[src/rtl/fault_seq_pkg.sv]
// Shared constants for the fault reset sequencer: state codes, amplitude and fault-count sizing.
package fault_seq_pkg;

   localparam int unsigned STATE_W = 3;

   localparam logic [STATE_W-1:0] ST_RUN        = 3'd0;
   localparam logic [STATE_W-1:0] ST_RAMP_DOWN  = 3'd1;
   localparam logic [STATE_W-1:0] ST_HOLD_RESET = 3'd2;
   localparam logic [STATE_W-1:0] ST_RECOVER    = 3'd3;
   localparam logic [STATE_W-1:0] ST_RAMP_UP    = 3'd4;
   localparam logic [STATE_W-1:0] ST_LOCKOUT    = 3'd5;

   localparam int unsigned FC_W      = 4;
   localparam int unsigned AMP_W_DEF = 8;

   // Full-scale amplitude for a given gain width.
   function automatic int unsigned amp_full(input int unsigned w);
      return (32'd1 << w) - 32'd1;
   endfunction

   localparam int unsigned AMP_FULL = amp_full(AMP_W_DEF);

endpackage

[src/rtl/amp_ramp.sv]
// Registered amplitude ramp: moves toward target by STEP per cycle, clamping at target.
module amp_ramp #(
   parameter int unsigned AMP_W = 8,
   parameter int unsigned STEP  = 4
) (
   input  logic             clk,
   input  logic             rstn,
   input  logic [AMP_W-1:0] target,
   output logic [AMP_W-1:0] amp,
   output logic             done_c
);

   localparam int unsigned EXT_W = AMP_W + 1;

   logic [EXT_W-1:0] up_sum;
   logic [EXT_W-1:0] dn_diff;
   logic [EXT_W-1:0] tgt_ext;
   logic [AMP_W-1:0] amp_nxt;

   // Next amplitude; one extra bit exposes overflow/underflow before the clamp.
   always_comb begin
      tgt_ext = {1'b0, target};
      up_sum  = {1'b0, amp} + EXT_W'(STEP);
      dn_diff = {1'b0, amp} - EXT_W'(STEP);
      amp_nxt = amp;
      if (amp < target) begin
         amp_nxt = (up_sum >= tgt_ext) ? target : up_sum[AMP_W-1:0];
      end else if (amp > target) begin
         amp_nxt = (dn_diff[AMP_W] || (dn_diff <= tgt_ext)) ? target : dn_diff[AMP_W-1:0];
      end
      done_c = (amp_nxt == target);
   end

   // Amplitude register, starts silent.
   always_ff @(posedge clk or negedge rstn) begin
      if (!rstn) begin
         amp <= '0;
      end else begin
         amp <= amp_nxt;
      end
   end

endmodule

[src/rtl/fault_reset_sequencer.sv]
// Ordered recovery of the AM transmit path on watchdog faults, with fault counting and lockout.
// Optional build macro FAULT_TIMESTAMP_EN adds first/last fault cycle timestamps.
module fault_reset_sequencer
   import fault_seq_pkg::*;
#(
   parameter int unsigned AMP_W          = AMP_W_DEF,
   parameter int unsigned RAMP_STEP      = 4,
   parameter int unsigned WARN_LEVEL     = 128,
   parameter int unsigned RESET_CYCLES   = 16,
   parameter int unsigned RECOVER_CYCLES = 64,
   parameter int unsigned MAX_FAULTS     = 3
) (
   input  logic             clk,
   input  logic             rstn,
   input  logic             force_reset,
   input  logic             warning,
   input  logic             clear_lockout,
   output logic [AMP_W-1:0] amp_scale,
   output logic             rf_mute,
   output logic             sys_rstn,
   output logic             busy,
   output logic             lockout,
   output logic [FC_W-1:0]  fault_count
`ifdef FAULT_TIMESTAMP_EN
   ,
   output logic [31:0]      last_fault_time,
   output logic [31:0]      first_fault_time
`endif
);

   localparam int unsigned CNT_MAX = (RESET_CYCLES > RECOVER_CYCLES) ? RESET_CYCLES : RECOVER_CYCLES;
   localparam int unsigned CNT_W   = $clog2(CNT_MAX + 1);

   localparam logic [AMP_W-1:0] AMP_TOP  = AMP_W'(amp_full(AMP_W));
   localparam logic [AMP_W-1:0] AMP_WARN = AMP_W'(WARN_LEVEL);
   localparam logic [FC_W-1:0]  FC_SAT   = '1;

   logic [STATE_W-1:0] state;
   logic [STATE_W-1:0] state_nxt;
   logic [CNT_W-1:0]   cnt;
   logic [CNT_W-1:0]   cnt_nxt;
   logic [FC_W-1:0]    fc_nxt;
   logic [FC_W-1:0]    fc_inc;
   logic               mute_nxt;
   logic               srst_nxt;
   logic               busy_nxt;
   logic               lock_nxt;
   logic [AMP_W-1:0]   target;
   logic               ramp_done;

   amp_ramp #(
      .AMP_W (AMP_W),
      .STEP  (RAMP_STEP)
   ) u_amp_ramp (
      .clk    (clk),
      .rstn   (rstn),
      .target (target),
      .amp    (amp_scale),
      .done_c (ramp_done)
   );

   // Ramp target: carrier level in RUN/RAMP_UP unless a fault is being taken, otherwise silence.
   always_comb begin
      target = '0;
      if (((state == ST_RUN) || (state == ST_RAMP_UP)) && !force_reset) begin
         target = warning ? AMP_WARN : AMP_TOP;
      end
   end

   // Next state, shared down-counter, fault count and registered output values.
   always_comb begin
      state_nxt = state;
      cnt_nxt   = cnt;
      fc_nxt    = fault_count;
      mute_nxt  = rf_mute;
      srst_nxt  = 1'b1;
      fc_inc    = (fault_count == FC_SAT) ? fault_count : fault_count + FC_W'(1);

      case (state)
         ST_RUN, ST_RAMP_UP: begin
            mute_nxt = 1'b0;
            if (force_reset) begin
               fc_nxt    = fc_inc;
               state_nxt = (fc_inc >= FC_W'(MAX_FAULTS)) ? ST_LOCKOUT : ST_RAMP_DOWN;
            end else if ((state == ST_RAMP_UP) && ramp_done) begin
               state_nxt = ST_RUN;
            end
         end
         ST_RAMP_DOWN: begin
            if (ramp_done) begin
               mute_nxt  = 1'b1;
               srst_nxt  = 1'b0;
               cnt_nxt   = CNT_W'(RESET_CYCLES - 1);
               state_nxt = ST_HOLD_RESET;
            end
         end
         ST_HOLD_RESET: begin
            mute_nxt = 1'b1;
            if (cnt == '0) begin
               cnt_nxt   = CNT_W'(RECOVER_CYCLES - 1);
               state_nxt = ST_RECOVER;
            end else begin
               srst_nxt = 1'b0;
               cnt_nxt  = cnt - CNT_W'(1);
            end
         end
         ST_RECOVER: begin
            mute_nxt = 1'b1;
            if (cnt != '0) begin
               cnt_nxt = cnt - CNT_W'(1);
            end else if (!force_reset) begin
               mute_nxt  = 1'b0;
               state_nxt = ST_RAMP_UP;
            end
         end
         ST_LOCKOUT: begin
            if (clear_lockout) begin
               fc_nxt    = '0;
               mute_nxt  = 1'b1;
               srst_nxt  = 1'b0;
               cnt_nxt   = CNT_W'(RESET_CYCLES - 1);
               state_nxt = ST_HOLD_RESET;
            end else begin
               mute_nxt = rf_mute | ramp_done;
            end
         end
         default: begin
            state_nxt = ST_RAMP_UP;
         end
      endcase

      busy_nxt = (state_nxt != ST_RUN);
      lock_nxt = (state_nxt == ST_LOCKOUT);
   end

   // State and output registers; reset parks in RAMP_UP with RF muted and downstream held in reset.
   always_ff @(posedge clk or negedge rstn) begin
      if (!rstn) begin
         state       <= ST_RAMP_UP;
         cnt         <= '0;
         fault_count <= '0;
         rf_mute     <= 1'b1;
         sys_rstn    <= 1'b0;
         busy        <= 1'b1;
         lockout     <= 1'b0;
      end else begin
         state       <= state_nxt;
         cnt         <= cnt_nxt;
         fault_count <= fc_nxt;
         rf_mute     <= mute_nxt;
         sys_rstn    <= srst_nxt;
         busy        <= busy_nxt;
         lockout     <= lock_nxt;
      end
   end

`ifdef FAULT_TIMESTAMP_EN
   logic [31:0] cycle_cnt;
   logic        fault_taken;
   logic        clear_taken;

   assign fault_taken = ((state == ST_RUN) || (state == ST_RAMP_UP)) && force_reset;
   assign clear_taken = (state == ST_LOCKOUT) && clear_lockout;

   // Free-running cycle counter and fault timestamp capture.
   always_ff @(posedge clk or negedge rstn) begin
      if (!rstn) begin
         cycle_cnt        <= '0;
         last_fault_time  <= '0;
         first_fault_time <= '0;
      end else begin
         cycle_cnt <= cycle_cnt + 32'd1;
         if (clear_taken) begin
            last_fault_time  <= '0;
            first_fault_time <= '0;
         end else if (fault_taken) begin
            last_fault_time <= cycle_cnt;
            if (fault_count == '0) begin
               first_fault_time <= cycle_cnt;
            end
         end
      end
   end
`endif

endmodule

[config.mk]
export PLATFORM = sky130hd
export DESIGN_NAME = fault_reset_sequencer
export DESIGN_NICKNAME = d
export VERILOG_FILES = /design/src/rtl/fault_seq_pkg.sv /design/src/rtl/amp_ramp.sv /design/src/rtl/fault_reset_sequencer.sv
export SDC_FILE = /design/constraint.sdc
export NUM_CORES = 1
export LEC_CHECK = 0
export ABC_AREA = 1
export CELL_PAD_IN_SITES_DETAIL_PLACEMENT = 0
export CELL_PAD_IN_SITES_GLOBAL_PLACEMENT = 2
export CORE_MARGIN = 2
export CORE_UTILIZATION = 33
export CTS_BUF_LIST = sky130_fd_sc_hd__clkbuf_8 sky130_fd_sc_hd__clkbuf_16
export CTS_CLUSTER_SIZE = 12
export DETAILED_ROUTE_END_ITERATION = 8
export GPL_TIMING_DRIVEN = 0
export PLACE_DENSITY = 0.88
export SLEW_MARGIN = 20
export SYNTH_ARGS = -nofsm -noshare
export SYNTH_HDL_FRONTEND = slang
export SYNTH_HIERARCHICAL = 1
export SYNTH_SLANG_ARGS = --single-unit
[constraint.sdc]
create_clock -name clk -period 5.77 [get_ports clk]
set_input_delay 0.8655 -clock clk [delete_from_list [all_inputs] [get_ports clk]]
set_output_delay 0.8655 -clock clk [all_outputs]
set_load 0.05 [all_outputs]
==> results.ini, run 1 <==
[run_status]
status = completed

[global_route]
grt_max_degree = 27
grt_pass1_wl_mm = 12.8
grt_overflow_total = 0
track_usage = 0.174
grt_pass1_vias = 2647
antenna_found_initial = 0

[critical_path]
crit_slowest_cell = clkdlybuf4s50_1
cp_slowest_stage_delay_ns = 0.60
critPathMostFrequentCell = nor2_1
cp_top_family = simple AND/OR/NAND/NOR gates
critPathLaunchType = input pin
critPathKind = input pin to flop
crit_buf_inv = 5
crit_arrival_ns = 5.14
crit_chain = clkdlybuf4s50_1, nor3_4, inv_1, ha_1, a21oi_1, nor2_1, nor2_1, nand2_1, inv_1, buf_2, nand3_1, nand3_1, nand2_1, nor2_1, nand2_1, nor2_1, inv_1, nand3_2, nand2_2, nor2_2, nand2_1, nor2_1, nor2_1
cp_max_fo = 11
end_kind = flop
cp_data_required_time_ns = 5.94

[cells_and_area]
antenna_cells = 0
drive_above_1_share = 0.114
syn2layout_area_growth_pct = 14.9
final_nets = 488

[timing]
max_slew_margin = 0.589
maxSlewViolCount = 0
tightestPinTransition_ns = 0.616
setup_viol = 0
hold_violations = 0
rsz0062_at_grt = false
setup_ws_ns = 0.801
fin_crit_ns = 4.97
skew_ns = 0.00931
fin_crit_sh = 0.861
max_freq_mhz = 201

[floorplan]
core_sq_um = 8220
dieArea_sq_um = 9200
dieWidth_um = 95.9
std_cell_rows = 33
top_level_ports = 21
dieHeight_um = 95.9
initial_core_util = 0.339

[clock_network]
clkSlewWorstSetupHoldPaths_ns = 0.09
htree_levels = 1
clock_path_buffers = 2
ctsRootBufferMaster = clkbuf_8
cts_hold_buf = 0
cts_tree = done
insertion_delay_ns = 0.28
clkSinkCount = 26
cts_buffers = 3

[synth]
synth_area_sq_um = 2790
ys_ff_latch = 26
syn_inst = 433
synth_cell_type_count = 33
syn_avg_cell_area_sq_um = 6.44
yosysSeqAreaShare = 0.235
yosys_warnings = 6
syn_nets = 462

[placed_design]
gp_congestion = 0.868
hpwl_mm = 5.66
place.port_buffers = 20
place_ws_ns = 0.271

[route]
via_count = 2769
routed_wl_mm = 7.24
drc = 0
dr.pass1.iters = 4
routedWlPerCell_um = 12.9
detail-route-antenna-nets = 0
drtIter0Drc = 156
via_per_inst = 4.92

[min_path]
hp-class = flop to flop

[flow_run]
drv_cap = 0

-- final cells by class --
class,count,area (sq um)
clock buffers,3,41.3
inverters,63,236
fillers,907,5010
clock inverters,1,30.0
repair buffers,21,203
plain buffers,5,32.5
multi-input cells,339,1880
flip-flops and latches,26,654
well taps,105,131
-- cell usage in the layout, fill, tap and decap left out, types with 7 or more instances in the layout --
cell type	instances
xor2_1	8
nand4_1	17
nand3_1	56
nand2_2	9
nand2_1	126
ha_1	24
inv_1	56
inv_2	7
nor2_1	39
clkdlybuf4s50_1	19
a21oi_1	15
nor2_2	8
dfrtp_1	23
-- what timing repair did --
item                       in CTS  in global routing
setup buffers                   0                  0
gates resized for setup         0                  1
setup endpoints to repair       0                  1
-- routing by layer --
layer  GRT usage  wire length [um]
met1       0.263              3860
met4      0.0250                68
met3      0.0196               197
met2       0.273              3120
met5           0                 0
-- metrics by stage --
| stage | hold slack, ns | cells | utilization | setup TNS [ns] | cell area (sq um) |
|---|---|---|---|---|---|
| after floorplan | 0.481 | 433 | - | 0 | 2790 |
| after global placement | 0.504 | 558 | 0.380 | -18.96 | 3120 |
| after detailed placement | 0.538 | 559 | 0.381 | 0 | 3130 |
| after CTS | 0.559 | 563 | 0.389 | 0 | 3200 |
| after global routing | 0.586 | 563 | 0.390 | 0 | 3200 |
| final | 0.559 | 563 | 0.390 | 0 | 3200 |
-- Yosys cell counts --
master	count	area, sq um
nor3_1	3	15.0
or2_2	1	6.26
o21bai_1	1	7.51
nand2_2	9	56.3
a21oi_2	1	8.76
dfstp_2	3	78.8
inv_2	7	26.3
o21ai_0	5	25.0
nand4_1	17	106
nor2_1	39	146
nor2_8	1	20.0
a21bo_2	1	10.0
nand2_1	126	473
a21o_1	4	30.0
ha_1	24	300
or2_1	1	6.26
nand3_4	2	35.0
o21ai_1	3	15.0
nor2_2	8	50.1
xor2_1	8	70.1
o31ai_1	1	7.51
nor2_4	1	11.3
buf_4	3	22.5
a21oi_1	15	75.1
nand2_4	2	22.5
inv_1	56	210
buf_2	2	10.0
xnor2_1	3	26.3
nand3_1	56	280
nand3_2	4	40.0
o22ai_1	2	12.5
dfrtp_1	23	576
o211ai_1	1	7.51
-- worst paths after layout --
check | startpoint | endpoint | slack, ns | cells past startpoint
worst max-delay path | force_reset | cnt[0] | 0.80 | 23
worst min-delay path | cnt[5] | cnt[5] | 0.56 | 2
worst max register to register | state[0] | cnt[0] | 1.14 | 24
worst min register to register | cnt[5] | cnt[5] | 0.56 | 2
max in group asynchronous | rstn | u_amp_ramp/amp[6] | 4.78 | 1
min in group asynchronous | rstn | sys_rstn | 0.58 | 1
-- cells by family (layout without fill, tap and decap cells) --
kind of cell	Yosys count	count (layout)	synth area share
xor gates and xnor gates	11	11	0.0346
AOI/OAI and AO/OA	34	34	0.0714
buffers and inverters	68	93	0.0965
DFF	26	26	0.235
and+or+nand+nor	270	270	0.455
adders and majority gates	24	24	0.108
-- registers in the layout, summed over array words and instances (netlist names) --
name            flops
u_amp_ramp/amp      8
cnt                 7
fault_count         4
state               3
busy                1
lockout             1
rf_mute             1
sys_rstn            1
-- tightest hold or removal path, cell delays in order (launching register included) --
cell	delay [ns]
dfrtp_1	0.40
nand2_1	0.06
o21ai_1	0.06
Power of run 1 is left out: the tool's default activity adds up to more than one toggle a clock period on the data nets, which glitch-free logic cannot reach.
==> run 2, diff against run 1 <==
--- a/config.mk
+++ b/config.mk
@@ -8,7 +8,8 @@
 export ABC_AREA = 1
 export CELL_PAD_IN_SITES_DETAIL_PLACEMENT = 0
 export CELL_PAD_IN_SITES_GLOBAL_PLACEMENT = 2
-export CORE_MARGIN = 2
+export CORE_ASPECT_RATIO = 0.75
+export CORE_MARGIN = 10
 export CORE_UTILIZATION = 33
 export CTS_BUF_LIST = sky130_fd_sc_hd__clkbuf_8 sky130_fd_sc_hd__clkbuf_16
 export CTS_CLUSTER_SIZE = 12
==> run 2 against run 1 <==
Register-to-register slack got worse by 0.27 ns. Die area up 37%. Maximum frequency decreased by 5.0%. Utilization is 0.78 points higher. Critical path type unchanged. Largest cell class unchanged.
==> results.ini, run 2 (synthesized netlist as in run 1, its figures left out) <==
[run_status]
status = completed

[global_route]
grt_pass1_vias = 2631  ; -0.60%
track_usage = 0.122  ; -0.0522
antenna_found_initial = 0  ; unchanged
grt_max_degree = 27  ; unchanged
grt_overflow_total = 0  ; unchanged
grt_pass1_wl_mm = 13.2  ; +3.1%

[critical_path]
rrSetupSlack_ns = 0.87  ; -0.27 ns
cp_data_required_time_ns = 5.93  ; about the same
critPathLaunchType = input pin
end_kind = flop
crit_chain = clkdlybuf4s50_1, nor3_2, inv_1, ha_1, a21oi_1, nor2_1, nor2_1, nand2_1, inv_1, buf_2, nand3_1, nand3_1, nand2_1, nor2_1, nand2_1, nor2_1, inv_1, nand3_2, nand2_2, nor2_2, nand2_1, nor2_1, nor2_1
cp_slowest_stage_delay_ns = 0.65  ; +0.05 ns
reg2reg_to = cnt[0]
critPathMostFrequentCell = nor2_1
crit_end = cnt[0]
cp_max_fo = 11  ; unchanged
rr_worst_depth = 24  ; unchanged
crit_slowest_cell = nor3_2
crit_arrival_ns = 5.39  ; +0.25 ns
critPathKind = input pin to flop
startpoint = force_reset
r2r_start = state[0]

[timing]
hold_violations = 0  ; unchanged
max_freq_mhz = 191  ; -5.0%
fin_crit_ns = 5.23  ; +0.264 ns
max_slew_margin = 0.532  ; -0.0572
setup_viol = 0  ; unchanged
holdWs_ns = 0.546  ; -0.0131 ns
fin_crit_sh = 0.907  ; +0.0458
maxSlewViolCount = 0  ; unchanged
tightestPinTransition_ns = 0.698  ; +0.0820 ns
skew_ns = 0.00731  ; -0.00199 ns
rsz0062_at_grt = false

[cells_and_area]
fill_cells = 890  ; -1.9%
regArea_sq_um = 654  ; unchanged
final_common_cell = nand2_1
antenna_cells = 0  ; unchanged
top_regs = u_amp_ramp/amp: 8 flops, cnt: 7 flops, fault_count: 4 flops
fin_util = 0.398  ; +0.00785
final_nets = 488  ; unchanged
syn2layout_area_growth_pct = 15.0  ; about the same
largest_reg_flops = 8  ; unchanged
drive_above_1_share = 0.111  ; -0.00218
fin_cells = 563  ; unchanged
regMostFlops = u_amp_ramp/amp
multiInputGateArea_sq_um = 1870  ; -0.33%
final_cell_mix = nand2_1, inv_1, nand3_1

[clock_network]
clkSinkCount = 26  ; unchanged
clock_path_buffers = 2  ; unchanged
cts_setup_buffers = 0  ; unchanged
cts_buffers = 3  ; unchanged
cts_hold_buf = 0  ; unchanged
ctsRootBufferMaster = clkbuf_16
cts_resized = 0  ; unchanged
clkSlewWorstSetupHoldPaths_ns = 0.07  ; -0.02 ns
cts_tree = done
htree_levels = 1  ; unchanged
insertion_delay_ns = 0.26  ; -0.02 ns

[floorplan]
dieHeight_um = 99.6  ; +3.8%
top_level_ports = 21  ; unchanged
dieArea_sq_um = 12600  ; +37%
dieWidth_um = 126  ; +32%
std_cell_rows = 28  ; -15%
initial_core_util = 0.346  ; +0.00669
core_sq_um = 8060  ; -1.9%

[route]
drtIter0Drc = 140  ; -10%
drc = 0  ; unchanged
routed-wl-met3_um = 473  ; +140%
detail-route-antenna-nets = 0  ; unchanged
met1_length_mm = 4.24  ; +10%
via_count = 2767  ; -0.072%
routed_wl_mm = 7.65  ; +5.6%
via_per_inst = 4.91  ; about the same
routedWlPerCell_um = 13.6  ; +5.6%
dr.pass1.iters = 5  ; +1
top_layer_used = met4
wl_met2_mm = 2.91  ; -6.7%

[flow_run]
drv_cap = 0  ; unchanged

[min_path]
hp-class = flop to flop

[placed_design]
place.port_buffers = 20  ; unchanged
hpwl_mm = 5.98  ; +5.5%
place_inst = 559  ; unchanged
gp_congestion = 0.858  ; -1.1%

[run 2: cell count changes in the layout (fill, tap and decap cells not counted)]
cell and delta:
clkbuf_8 -3, bufinv_16 -1, inv_1 +1, clkbuf_16 +3, nor3_4 -1, nor3_2 +1
[run 2: worst min-delay path by stage]
stage           start  cells past startpoint  slack, ns      to
2_1_floorplan  cnt[1]                      2       0.48  cnt[1]
3_3_place_gp   cnt[1]                      2       0.51  cnt[1]
3_5_place_dp   cnt[1]                      2       0.52  cnt[1]
4_1_cts        cnt[1]                      2       0.54  cnt[1]
5_1_grt        cnt[1]                      2       0.59  cnt[1]
6_report       cnt[1]                      2       0.55  cnt[1]
[run 2: per-stage QoR]
| stage | setup TNS, ns | instance area (sq um) | worst slack [ns] |
|---|---|---|---|
| 2_1_floorplan | 0 | 2790 | 0.956 |
| 3_3_place_gp | -18.11 | 3120 | -1.41 |
| 3_5_place_dp | 0 | 3130 | 0.248 |
| 4_1_cts | 0 | 3210 | 0.517 |
| 5_1_grt | 0 | 3210 | 0.0339 |
| 6_report | 0 | 3210 | 0.537 |
[run 2: final cells by class]
cell class	count	share of cell area
buffer	5	0.0101
clock buffer	3	0.0234
clock inverter	1	0.00117
inverter	63	0.0738
multi-input combinational	339	0.583
sequential	26	0.204
tap	105	0.0410
timing repair buffer	21	0.0632
[run 2: worst max-delay path, delay by kind of cell]
family	cells	cell delay, ns
and+or+nand+nor	16	2.52
buffers and inverters	5	1.46
adders and majority gates	1	0.39
AOI/OAI and AO/OA	1	0.14
[run 2: per-layer routing]
| metal | vias to the layer above | GRT usage |
|---|---|---|
| met4 | 0 | 0.0122 |
| met3 | 2 | 0.0218 |
| met1 | 1255 | 0.194 |
| met5 | - | 0 |
| met2 | 51 | 0.167 |
| li1 | 1459 | - |
Power of run 2 is left out for the same reason.
